`config.mk`:
```
export PLATFORM = sky130hd
export DESIGN_NAME = io_port_bank
export DESIGN_NICKNAME = d
export VERILOG_FILES = /design/src/rtl/io_port_pkg.sv /design/src/rtl/io_fifo.sv /design/src/rtl/io_port_bank.sv
export SDC_FILE = /design/constraint.sdc
export NUM_CORES = 1
export LEC_CHECK = 0
export ABC_AREA = 1
export BUFFER_PORTS_ARGS = -buffer_cell sky130_fd_sc_hd__buf_2
export CORE_MARGIN = 2
export CORE_UTILIZATION = 45
export DETAILED_ROUTE_END_ITERATION = 10
export MAX_ROUTING_LAYER = met4
export PLACE_DENSITY = 0.71
export SLEW_MARGIN = 20
export SYNTH_ARGS = -nofsm -noshare
export SYNTH_HDL_FRONTEND = slang
export SYNTH_SLANG_ARGS = --single-unit
```
`constraint.sdc`:
```
create_clock -name Clock -period 3.82 [get_ports Clock]
set_clock_uncertainty 0.2 [all_clocks]
set_input_delay 0.573 -clock Clock [delete_from_list [all_inputs] [get_ports Clock]]
set_output_delay 0.573 -clock Clock [all_outputs]
set_load 0.02 [all_outputs]
```
`src/rtl/io_port_pkg.sv`:
```
// Shared helpers for the buffered I/O port bank: FIFO count sizing and the
// position of the output-channel flags inside the Overrun vector.
package io_port_pkg;

   function automatic int count_w(input int depth);
      return $clog2(depth) + 1;
   endfunction

   // Output-channel overrun flags sit directly above the input-channel flags.
   function automatic int out_flag_base(input int n_in);
      return n_in;
   endfunction

endpackage

```
`src/rtl/io_fifo.sv`:
```
// First-word-fall-through FIFO used by every channel; a push into a full
// FIFO is accepted only when a pop happens on the same edge.
module io_fifo
   import io_port_pkg::*;
#(
   parameter int DATA_W = 32,
   parameter int DEPTH  = 4
) (
   input  logic              clk,
   input  logic              rst_n,
   input  logic              push,
   input  logic              pop,
   input  logic [DATA_W-1:0] wdata,
   output logic [DATA_W-1:0] rdata,
   output logic              empty,
   output logic              full,
   output logic              overflow_evt
);
   localparam int PTR_W = $clog2(DEPTH);
   localparam int CNT_W = count_w(DEPTH);

   logic [DATA_W-1:0] mem_q [DEPTH];
   logic [PTR_W-1:0]  rd_ptr_q;
   logic [PTR_W-1:0]  wr_ptr_q;
   logic [CNT_W-1:0]  count_q;
   logic [CNT_W-1:0]  count_d;
   logic              do_pop;
   logic              do_push;

   assign empty        = (count_q == '0);
   assign full         = (count_q == CNT_W'(DEPTH));
   assign do_pop       = pop & ~empty;
   assign do_push      = push & (~full | do_pop);
   assign overflow_evt = push & ~do_push;
   assign rdata        = empty ? '0 : mem_q[rd_ptr_q];

   // NOTE: assign a default first so every path drives count_d and no latch is inferred.
   always_comb begin
      count_d = count_q;
      case ({do_push, do_pop})
         2'b10:   count_d = count_q + CNT_W'(1);
         2'b01:   count_d = count_q - CNT_W'(1);
         default: count_d = count_q;
      endcase
   end

   // NOTE: sequential state uses non-blocking assignments so all registers update together.
   always_ff @(posedge clk) begin
      if (!rst_n) begin
         rd_ptr_q <= '0;
         wr_ptr_q <= '0;
         count_q  <= '0;
      end else begin
         count_q <= count_d;
         if (do_pop)  rd_ptr_q <= rd_ptr_q + PTR_W'(1);
         if (do_push) wr_ptr_q <= wr_ptr_q + PTR_W'(1);
      end
   end

   // NOTE: storage is not reset; a zero count masks stale entries and rdata reads 0 when empty.
   always_ff @(posedge clk) begin
      if (do_push) mem_q[wr_ptr_q] <= wdata;
   end

endmodule

```
`src/rtl/io_port_bank.sv`:
```
// Bank of buffered input and output channels beside the register file:
// the selected input head feeds the bus mux, output FIFOs load from the bus.
module io_port_bank
   import io_port_pkg::*;
#(
   parameter int DATA_W = 32,
   parameter int N_IN   = 4,
   parameter int N_OUT  = 2,
   parameter int DEPTH  = 4,
   parameter int SEL_W  = 4
) (
   input  logic                      Clock,
   input  logic                      Clear,
   input  logic [N_IN*DATA_W-1:0]    In_Data,
   input  logic [N_IN-1:0]           In_Strobe,
   output logic [N_IN-1:0]           In_Full,
   input  logic [SEL_W-1:0]          InSel,
   input  logic                      INout,
   output logic [DATA_W-1:0]         BusMuxIn_In,
   output logic                      InEmpty,
   input  logic [DATA_W-1:0]         BusMuxOut,
   input  logic [SEL_W-1:0]          OutSel,
   input  logic                      OutPortIn,
   output logic [N_OUT*DATA_W-1:0]   Out_Data,
   output logic [N_OUT-1:0]          Out_Valid,
   input  logic [N_OUT-1:0]          Out_Ready,
   output logic [N_OUT-1:0]          Out_Full,
   output logic [N_IN+N_OUT-1:0]     Overrun,
   output logic                      Underrun,
   input  logic                      StatClr
);
   localparam int OUT_FLAG_BASE = out_flag_base(N_IN);
   localparam int N_FLAG        = N_IN + N_OUT;

   logic [N_IN-1:0]   in_pop;
   logic [N_IN-1:0]   in_empty;
   logic [DATA_W-1:0] in_rdata [N_IN];
   logic [N_OUT-1:0]  out_push;
   logic [N_OUT-1:0]  out_empty;
   logic [N_FLAG-1:0] ovf_evt;
   logic              sel_empty;
   logic [DATA_W-1:0] sel_head;
   logic [N_FLAG-1:0] overrun_q;
   logic [N_FLAG-1:0] overrun_d;
   logic              underrun_q;
   logic              underrun_d;

   for (genvar k = 0; k < N_IN; k++) begin : g_in
      assign in_pop[k] = INout && (InSel == SEL_W'(k));

      io_fifo #(.DATA_W(DATA_W), .DEPTH(DEPTH)) u_fifo (
         .clk          (Clock),
         .rst_n        (Clear),
         .push         (In_Strobe[k]),
         .pop          (in_pop[k]),
         .wdata        (In_Data[k*DATA_W +: DATA_W]),
         .rdata        (in_rdata[k]),
         .empty        (in_empty[k]),
         .full         (In_Full[k]),
         .overflow_evt (ovf_evt[k])
      );
   end

   for (genvar j = 0; j < N_OUT; j++) begin : g_out
      assign out_push[j]  = OutPortIn && (OutSel == SEL_W'(j));
      assign Out_Valid[j] = ~out_empty[j];

      io_fifo #(.DATA_W(DATA_W), .DEPTH(DEPTH)) u_fifo (
         .clk          (Clock),
         .rst_n        (Clear),
         .push         (out_push[j]),
         .pop          (Out_Ready[j]),
         .wdata        (BusMuxOut),
         .rdata        (Out_Data[j*DATA_W +: DATA_W]),
         .empty        (out_empty[j]),
         .full         (Out_Full[j]),
         .overflow_evt (ovf_evt[OUT_FLAG_BASE+j])
      );
   end

   // An out-of-range InSel looks like an empty channel, so it reads 0 and underruns.
   always_comb begin
      sel_empty = 1'b1;
      sel_head  = '0;
      for (int k = 0; k < N_IN; k++) begin
         if (InSel == SEL_W'(k)) begin
            sel_empty = in_empty[k];
            sel_head  = in_rdata[k];
         end
      end
   end

   assign InEmpty     = sel_empty;
   assign BusMuxIn_In = INout ? sel_head : '0;

   always_comb begin
      overrun_d  = (StatClr ? '0 : overrun_q) | ovf_evt;
      underrun_d = (StatClr ? 1'b0 : underrun_q) | (INout & sel_empty);
   end

   always_ff @(posedge Clock) begin
      if (!Clear) begin
         overrun_q  <= '0;
         underrun_q <= 1'b0;
      end else begin
         overrun_q  <= overrun_d;
         underrun_q <= underrun_d;
      end
   end

   assign Overrun  = overrun_q;
   assign Underrun = underrun_q;

endmodule
```
==> reports/metrics.csv, run 1 <==
metric;value;unit
status;finished, final reports clean;
maximum clock insertion buffer count;3;
crit path kind;reg2out;
most frequent CP cell;nand2_1;
WL per Instance;20.5;um
worst min-delay path class;in2reg;
initial antenna violation count;9;
unrepaired setup endpoints after global routing;no;
syn nets;3016;
clk root buf;clkbuf_16;
Leakage;14.9;nW
main area contributors after synthesis;edfxtp_1, nor2_1, o21ai_0;
CORE AREA;73000;sq um
die width;276;um
area added between synthesis and finish;21.6;%
post-synth cell types;34;
effective utilization at floorplan;45.5;%
first-pass GRT wire length;130000;um
Max stage delay cell, worst path;dfxtp_2;
endpoint class of the critical path;output pin;
delay-heaviest family, CP;flip-flops;
CTS tree;built;
nets@finish;3474;
period utilization;92.7;%
via/cell ratio;5.30;
Worst Tran Pin Value;0.789;ns
Rows;99;
Die ar.;75900;sq um
Worst setup SP type;flop;
max-slew violation count;0;
I/O Buffers;290;
Cell Chain, Critical Path;buf_4 > o21ai_0 > o21ai_0 > nand2_1 > nand3_1 > nand2_1 > nand2_1 > buf_2;
fill cell total of the finished layout;5868;
hold slack;0.0188;ns
syn_area_per_cell;11.8;sq um
commonest non-fill, non-tap cells in the layout;edfxtp_1, nor2_1, o21ai_0, nand2_1, buf_2;
Final setup viols;0;
PwrDens;548;nW/um^2
register bit total from synthesis;829;
TritonRoute pass-1 iters;5;
CTS Buf Count;87;
Final Hold Fails;0;
Placed Cells;3988;
Setup TNS;0;ns
Post-route DRC;0;
critical-path maximum fanout;33;
max-cap viol count;0;
post-synthesis sequential area ratio;73.2;%
via count;22800;
WP data arrival;2.77;ns
# IOs;291;
gr ovfl total;0;
H-tree levels;3;
pin count of the biggest net entering global routing;65;
Final min period;3.54;ns
Largest stage delay, worst path;0.72;ns
Die Y;276;um
post-synth top area cell;edfxtp_1;
clk slew on worst S/H paths;0.06;ns
commonest non-fill, non-tap cell in the layout;edfxtp_1;
DRT Wirelength;88400;um
1st-iter DRT viols;2321;
Ys Warns;0;
Crit path buffers/inverters;2;
share of layout cells above drive strength 1;16.5;%
Tot GR Track Use;23.7;%
Cells after Synth;2806;
vias in the first global route;21500;
clk sinks;829;
Clock Latency Late Sink;0.64;ns
Slew headroom;47.1;%
final core area utilization;55.3;%
Post-Syn Area;33200;sq um
maximum vdd ir drop;0.597;mV
RD Place Congestion;0.920;
required time of the critical path;3.05;ns
DP HPWL;57800;um
antenna-violating nets left;0;
top-area cell type share of the netlist area;69.5;%
Finished Layout Cells;4303;
Peak Freq;282;MHz
Overall Power;22.1;mW
-- state kept, by name, indices dropped and copies added, names as in the netlist, 6 cells and up, named ones only --
register / count
g_in.u_fifo.wr_ptr_q: 8
g_in.u_fifo.rd_ptr_q: 8
g_in.u_fifo.mem_q: 512
g_in.u_fifo.count_q: 12
g_out.u_fifo.mem_q: 256
g_out.u_fifo.count_q: 6
Overrun: 6
-- layer usage --
layer	wire length, um	up-vias	GRT usage (%)
li1	-	10700	-
met1	33600	10900	28.8
met2	44200	956	39.6
met3	7250	174	4.38
met4	3370	0	8.89
met5	0	-	-
-- power breakdown --
group / switching, mW / internal (mW)
Combinational: 2.29 / 0.918
Sequential: 0.0957 / 10.3
Clock: 3.49 / 5.05
-- worst register-to-register path: cells and delay by family, from the launching register on --
kind                   cells  cell delay [ns]
AND/OR/NAND/NOR            6             1.22
buffers and inverters      1             0.44
flip-flops                 1             0.35
-- synthesized netlist by cell type --
library cell / n
nor3_1: 2
inv_1: 103
buf_2: 36
inv_2: 7
buf_6: 5
nor3b_1: 1
buf_4: 15
nand3b_1: 1
nor2_2: 3
nand2_1: 327
nand4_1: 9
nor4_1: 1
buf_8: 1
clkinv_1: 6
o21ai_0: 370
nor2_4: 2
nand2_2: 3
and2_1: 1
edfxtp_1: 768
nand3_1: 148
a31oi_2: 1
o22ai_1: 25
o21ai_1: 37
o21a_1: 1
xor2_1: 1
dfxtp_1: 61
nor2_1: 637
nor3_4: 1
nand3_2: 4
buf_1: 14
a21oi_1: 106
clkbuf_1: 78
ha_1: 25
fa_1: 6
-- area by class of cell --
| cell class | count | area, sq um | area share, % |
|---|---|---|---|
| sequential | 829 | 24300 | 60.2 |
| multi-input combinational | 1712 | 7900 | 19.6 |
| timing repair buffer | 518 | 3570 | 8.84 |
| clock buffer | 110 | 2330 | 5.77 |
| tap | 959 | 1200 | 2.97 |
| clock inverter | 51 | 612 | 1.52 |
| inverter | 116 | 435 | 1.08 |
| antenna | 8 | 20.0 | 0.0496 |
-- through the flow --
stage	worst slack, ns	instance area (sq um)
CTS	0.202	40300
global route	0.124	40300
global placement	0.794	35900
detailed placement	0.788	35900
floorplan	0.587	33200
finish	0.278	40300
-- cell families after synthesis --
family	share of synthesized area, %
AOI/OAI and AO/OA	8.27
xor gates and xnor gates	0.0264
adders and majority gates	1.30
buffers and inverters	3.45
DFF	73.2
and+or+nand+nor	13.8
-- worst paths after layout --
kind                              start                     endpoint  slack, ns  cells past startpoint
max                                flop               BusMuxIn_In[6]       0.28                      8
min                         In_Data[95]  g_in[2].u_fifo.mem_q[0][31]       0.02                      1
max reg2reg   g_in[2].u_fifo.count_q[0]   g_in[2].u_fifo.mem_q[0][6]       1.23                      7
min reg2reg  g_in[1].u_fifo.rd_ptr_q[1]   g_in[1].u_fifo.rd_ptr_q[1]       0.26                      2
-- timing repair --
item	4_1_cts	5_1_grt
endpoints found under the hold margin	675	2
buffers inserted	0	0
hold buffers	145	1
resized for setup	0	1
setup endpoints to repair	0	1
(Power assumes the default switching activity.)
==> inputs of run 2 (changes only) <==
--- a/config.mk
+++ b/config.mk
@@ -5,11 +5,11 @@
 export SDC_FILE = /design/constraint.sdc
 export NUM_CORES = 1
 export LEC_CHECK = 0
-export ABC_AREA = 1
 export BUFFER_PORTS_ARGS = -buffer_cell sky130_fd_sc_hd__buf_2
 export CORE_MARGIN = 2
 export CORE_UTILIZATION = 45
 export DETAILED_ROUTE_END_ITERATION = 10
+export GPL_ROUTABILITY_DRIVEN = 0
 export MAX_ROUTING_LAYER = met4
 export PLACE_DENSITY = 0.71
 export SLEW_MARGIN = 20
==> run 2 against run 1 <==
  * Worst hold slack better by 0.024 ns
  * Die area fell by 2.3%
  * Non-clock buffer count is 10 lower
  * Final area fell by 1.6%
  * Global-route usage shrank 2.3 points
  * First-iteration DRC count shrank 18%
  * Critical path type unchanged
  * Largest power group unchanged
==> reports/metrics.csv, run 2 <==
metric;value;unit;change
register bit total from synthesis;829;;unchanged
most common cell in the synthesized netlist;edfxtp_1;;
R2R Path End;g_in[0].u_fifo.count_q[1];;
Area after DPL;35400;sq um;-1.6%
# IOs;291;;unchanged
vias in the first global route;18100;;-16%
Final Cell Area;39700;sq um;-1.6%
share of layout cells above drive strength 1;31.2;%;+15 points
Die ar.;74100;sq um;-2.3%
initial antenna violation count;30;;+21
via/cell ratio;5.63;;+6.2%
setup repair bufs after CTS;0;;unchanged
Peak Freq;273;MHz;-3.3%
Die Y;272;um;-1.2%
uppermost layer routed;met4;;
DR WL met2;36900;um;-17%
Cells after Synth;1605;;-43%
Worst Hold End;g_out[1].u_fifo.mem_q[3][4];;
gr ovfl total;0;;unchanged
syn nets;1815;;-40%
Slew headroom;48.3;%;+1.3 points
status;finished, final reports clean;;
Finished Layout Cells;3148;;-27%
path depth of the worst reg2reg path;9;;+2
Post-route DRC;0;;unchanged
CORE AREA;71400;sq um;-2.2%
pin count of the biggest net entering global routing;37;;-43%
WL per Instance;24.5;um;+19%
fill cell total of the finished layout;5395;;-8.1%
DP HPWL;50200;um;-13%
clk slew on worst S/H paths;0.06;ns;about the same
hold slack;0.0427;ns;+0.0239 ns
Primary FF master, synth;edfxtp_1;;
crit path kind;reg2out;;
antenna-violating nets left;0;;unchanged
Ys Warns;0;;unchanged
period utilization;95.8;%;+3.1 points
commonest non-fill, non-tap cell in the layout;edfxtp_1;;
Synth Area in XOR/XNOR;0.541;%;+0.51 points
wire length on met1;30400;um;-9.4%
Post-synth EDFFs;768;;unchanged
Worst Tran Pin Value;0.769;ns;-0.0203 ns
effective utilization at floorplan;45.4;%;-0.090 points
top-area cell type share of the netlist area;71.2;%;+1.7 points
Worst setup SP type;flop;;
PwrDens;486;nW/um^2;-11%
hold path startpoint;BusMuxOut[4];;
Post-Syn Area;32400;sq um;-2.4%
maximum clock insertion buffer count;3;;unchanged
worst min-delay path class;in2reg;;
Commonest cells post-synth;edfxtp_1, mux4_2, and2_1;;
post-synthesis mux area share;13.9;%;+14 points
clk root buf;clkbuf_16;;
Final setup viols;0;;unchanged
nets@finish;2315;;-33%
1st-iter DRT viols;1901;;-18%
post-synth top area cell;edfxtp_1;;
WP data arrival;2.89;ns;+0.12 ns
Leakage;13.3;nW;-11%
critical-path maximum fanout;17;;-48%
clk sinks;829;;unchanged
CTS Buf Count;84;;-3.4%
FFs w/ async S/R, synth;0;%;unchanged
met3 wire len;7520;um;+3.6%
Clock Latency Late Sink;0.63;ns;about the same
commonest non-fill, non-tap cells in the layout;edfxtp_1, buf_2, mux4_2, dlygate4sd3_1, and2_1;;
Tot GR Track Use;21.4;%;-2.3 points
max-slew violation count;0;;unchanged
largest family of logic cells by synthesized area;multiplexers;;
I/O Buffers;290;;unchanged
Placed Cells;2813;;-29%
main area contributors after synthesis;edfxtp_1, mux4_2, dfxtp_1;;
Final Hold Fails;0;;unchanged
DRT Wirelength;77100;um;-13%
unrepaired setup endpoints after global routing;no;;
H-tree levels;3;;unchanged
Synth Area in Compound Gates;3.37;%;-4.9 points
Rows;98;;-1.0%
Synth Area in Adders;1.34;%;+0.032 points
r2r setup slk;1.15;ns;-0.08 ns
final core area utilization;55.6;%;+0.33 points
worst reg2reg startpoint;g_in[0].u_fifo.count_q[2];;
Final min period;3.66;ns;+0.120 ns
Setup TNS;0;ns;unchanged
Regs by FF count;g_in.u_fifo.mem_q: 512 flops, g_out.u_fifo.mem_q: 256 flops, g_in.u_fifo.count_q: 12 flops;;
syn_area_per_cell;20.2;sq um;+71%
Top reg by flops;g_in.u_fifo.mem_q;;
TritonRoute pass-1 iters;7;;+2
post-synth cell types;58;;+71%
endpoint class of the critical path;output pin;;
die width;272;um;-1.2%
maximum vdd ir drop;0.365;mV;-39%
CTS tree;built;;
area added between synthesis and finish;22.6;%;
first-pass GRT wire length;114000;um;-12%
post-synthesis sequential area ratio;75.0;%;+1.8 points
worst hold path depth;1;;unchanged
via count;17700;;-22%
max reg flops;512;;unchanged
Post-Synth Simple-Gate Area;4.22;%;-9.6 points
required time of the critical path;3.05;ns;about the same
max-cap viol count;0;;unchanged
==> run 2: final cells by class <==
cell class | count | area [sq um] | area share (%)
Multi-Input combinational cell | 650 | 7580 | 19.1
Clock inverter | 50 | 519 | 1.31
Sequential cell | 829 | 24300 | 61.2
Timing Repair Buffer | 508 | 3740 | 9.42
Inverter | 32 | 120 | 0.303
Antenna cell | 29 | 72.6 | 0.183
Tap cell | 950 | 1190 | 2.99
Clock buffer | 100 | 2180 | 5.50
==> run 2: what timing repair did <==
action                                  4_1_cts  5_1_grt
resized for setup                             0        1
endpoints found under the hold margin       717        0
hold buffers                                156        0
endpoints found under the setup margin        0        7
==> run 2: power breakdown <==
group | total [mW] | leakage [nW] | switching [mW] | internal (mW)
registers | 10.3 | 7.50 | 0.0824 | 10.2
clock network | 7.97 | 1.31 | 3.38 | 4.58
logic | 1.03 | 4.48 | 0.599 | 0.430
==> run 2: critical path, cell delays in order (launching register included) <==
cell and delay [ns]:
dfxtp_2 0.57, buf_12 0.26, mux4_2 0.57, a32oi_1 0.47
o21ai_0 0.18, buf_2 0.20
==> run 2: logic make-up after synthesis <==
logic type                 count (synthesis)
adders and majority gates                 31
AOI/OAI and AO/OA                        150
DFF                                      829
xor gates and xnor gates                  20
muxes                                    211
buffers and inverters                    126
and+or+nand+nor                          238
==> run 2: worst max-delay path by stage <==
| stage | startpoint | endpoint | cells after the start |
|---|---|---|---|
| after floorplan | INout | g_in[0].u_fifo.mem_q[0][0] | 6 |
| after global placement | InSel[0] | BusMuxIn_In[3] | 7 |
| after detailed placement | InSel[0] | BusMuxIn_In[3] | 7 |
| after CTS | flop | BusMuxIn_In[27] | 6 |
| after global routing | flop | BusMuxIn_In[7] | 5 |
| final | flop | BusMuxIn_In[7] | 5 |
==> run 2: layer usage <==
metal | track usage [%] | up-vias
met5 | - | -
met4 | 7.40 | 0
li1 | - | 7602
met2 | 32.4 | 834
met3 | 5.87 | 138
met1 | 28.0 | 9139
==> run 2: through the flow <==
step	worst slack, ns	total power, mW
2_1_floorplan	0.653	10.9
3_3_place_gp	0.483	11.3
3_5_place_dp	0.376	11.4
4_1_cts	0.0343	19.5
5_1_grt	0.00811	19.9
6_report	0.159	19.3
==> inputs of run 3 (changes only) <==
--- a/config.mk
+++ b/config.mk
@@ -6,6 +6,7 @@
 export NUM_CORES = 1
 export LEC_CHECK = 0
 export BUFFER_PORTS_ARGS = -buffer_cell sky130_fd_sc_hd__buf_2
+export CORE_ASPECT_RATIO = 1.75
 export CORE_MARGIN = 2
 export CORE_UTILIZATION = 45
 export DETAILED_ROUTE_END_ITERATION = 10
==> run 3 against run 2 <==
  * Register-to-register slack improved by 0.09 ns
  * Sequential share of layout area rose by 1.0 points
  * Fmax rose by 1.1%
==> reports/metrics.csv, run 3 (synthesized netlist as in run 2, its figures left out) <==
metric;value;unit;change
H-tree levels;3;;unchanged
max-cap viol count;0;;unchanged
setup repair bufs after CTS;0;;unchanged
commonest non-fill, non-tap cell in the layout;edfxtp_1;;
DP HPWL;53600;um;+6.9%
Leakage;13.0;nW;-1.9%
worst hold path depth;1;;unchanged
share of layout cells above drive strength 1;31.0;%;-0.21 points
vias in the first global route;18100;;+0.42%
# IOs;291;;unchanged
worst min-delay path class;in2reg;;
Peak Freq;276;MHz;+1.1%
Die ar.;74200;sq um;+0.11%
crit path kind;reg2out;;
period utilization;94.8;%;-1.0 points
die width;207;um;-24%
Final setup viols;0;;unchanged
Worst setup SP type;flop;;
endpoint class of the critical path;output pin;;
I/O Buffers;290;;unchanged
clk root buf;clkbuf_16;;
TritonRoute pass-1 iters;5;;-2
Regs by FF count;g_in.u_fifo.mem_q: 512 flops, g_out.u_fifo.mem_q: 256 flops, g_in.u_fifo.count_q: 12 flops;;
pin count of the biggest net entering global routing;45;;+22%
CTS Buf Count;72;;-14%
fill cell total of the finished layout;5410;;+0.28%
commonest non-fill, non-tap cells in the layout;edfxtp_1, buf_2, mux4_2, dlygate4sd3_1, and2_1;;
status;finished, final reports clean;;
WP data arrival;2.85;ns;-0.04 ns
PwrDens;479;nW/um^2;-1.5%
area added between synthesis and finish;20.6;%;
maximum vdd ir drop;0.481;mV;+32%
maximum clock insertion buffer count;3;;unchanged
max reg flops;512;;unchanged
Clock Latency Late Sink;0.63;ns;about the same
WL per Instance;26.0;um;+6.3%
Worst Tran Pin Value;0.818;ns;+0.0490 ns
via count;17200;;-2.7%
required time of the critical path;3.05;ns;about the same
critical-path maximum fanout;21;;+4
CORE AREA;71600;sq um;+0.29%
clk slew on worst S/H paths;0.07;ns;about the same
Placed Cells;2779;;-1.2%
Post-route DRC;0;;unchanged
max-slew violation count;0;;unchanged
Die Y;359;um;+32%
effective utilization at floorplan;45.3;%;-0.13 points
first-pass GRT wire length;116000;um;+1.5%
Tot GR Track Use;22.2;%;+0.82 points
Rows;130;;+33%
clk sinks;829;;unchanged
Final min period;3.62;ns;-0.0385 ns
path depth of the worst reg2reg path;8;;-1
via/cell ratio;5.62;;-0.16%
Top reg by flops;g_in.u_fifo.mem_q;;
Slew headroom;45.5;%;-2.9 points
Final Hold Fails;0;;unchanged
unrepaired setup endpoints after global routing;no;;
1st-iter DRT viols;1357;;-29%
Setup TNS;0;ns;unchanged
nets@finish;2285;;-1.3%
antenna-violating nets left;0;;unchanged
gr ovfl total;0;;unchanged
DRT Wirelength;79900;um;+3.6%
CTS tree;built;;
Finished Layout Cells;3069;;-2.5%
initial antenna violation count;14;;-53%
hold slack;0.0304;ns;-0.0124 ns
run 3: cell types whose count changed in the layout (fill, tap and decap cells not counted), sizes merged:
| cell | before | now |
|---|---|---|
| buf | 352 | 344 |
| bufinv | 7 | 8 |
| clkbuf | 100 | 84 |
| clkinv | 40 | 30 |
| clkinvlp | 2 | 6 |
| diode | 29 | 13 |
| dlygate4sd3 | 156 | 146 |
| inv | 33 | 35 |
run 3: cell type report:
type | instances | area, sq um | area share (%)
antenna | 13 | 32.5 | 0.0833
clock buffer | 84 | 1890 | 4.83
clock inverter | 47 | 500 | 1.28
inverter | 32 | 120 | 0.307
multi-input combinational | 650 | 7590 | 19.4
sequential | 829 | 24300 | 62.2
tap | 924 | 1160 | 2.96
timing repair buffer | 490 | 3480 | 8.91
run 3: repair_timing:
action | in CTS | in global routing
hold buffers | 146 | 0
hold endpoints to repair | 635 | 0
resized for setup | 0 | 2
endpoints found under the setup margin | 0 | 2
run 3: power breakdown:
| part | internal, mW | leakage (nW) | total (mW) | switching, mW |
|---|---|---|---|---|
| Sequential | 10.2 | 7.50 | 10.3 | 0.0810 |
| Clock | 4.13 | 1.15 | 7.38 | 3.25 |
| Combinational | 0.415 | 4.38 | 1.04 | 0.621 |
| Total | 14.8 | 13.0 | 18.7 | 3.95 |
run 3: path summary, 6_finish.rpt:
kind / from / to / slack (ns)
setup / recovery: flop / BusMuxIn_In[5] / 0.20
hold / removal: BusMuxOut[5] / g_out[0].u_fifo.mem_q[0][5] / 0.03
setup reg to reg: g_out[0].u_fifo.count_q[2] / g_out[0].u_fifo.count_q[1] / 1.24
hold reg to reg: Overrun[4] / Overrun[4] / 0.26
run 3: stage by stage:
stage / util (%) / cell area, sq um / setup slack, ns / total power [mW]
detailed placement: 49.1 / 35200 / 0.530 / 11.4
CTS: 54.5 / 39000 / 0.120 / 18.8
global route: 54.6 / 39100 / 0.0191 / 19.3
floorplan: - / 32400 / 0.653 / 10.9
global placement: 49.1 / 35200 / 0.578 / 11.3
finish: 54.6 / 39100 / 0.197 / 18.7
run 3: worst max-delay path, stage by stage, from the launching register on:
cell and delay, ns:
dfxtp_2 0.84, buf_4 0.28, mux4_2 0.59, a22oi_1 0.16
o21ai_0 0.12, buf_2 0.21
run 3: metal layers:
| metal | wire length [um] | global-route usage (%) |
|---|---|---|
| met5 | 0 | - |
| met4 | 3890 | 10.5 |
| met3 | 7080 | 5.72 |
| met2 | 41000 | 37.1 |
| met1 | 28000 | 24.7 |
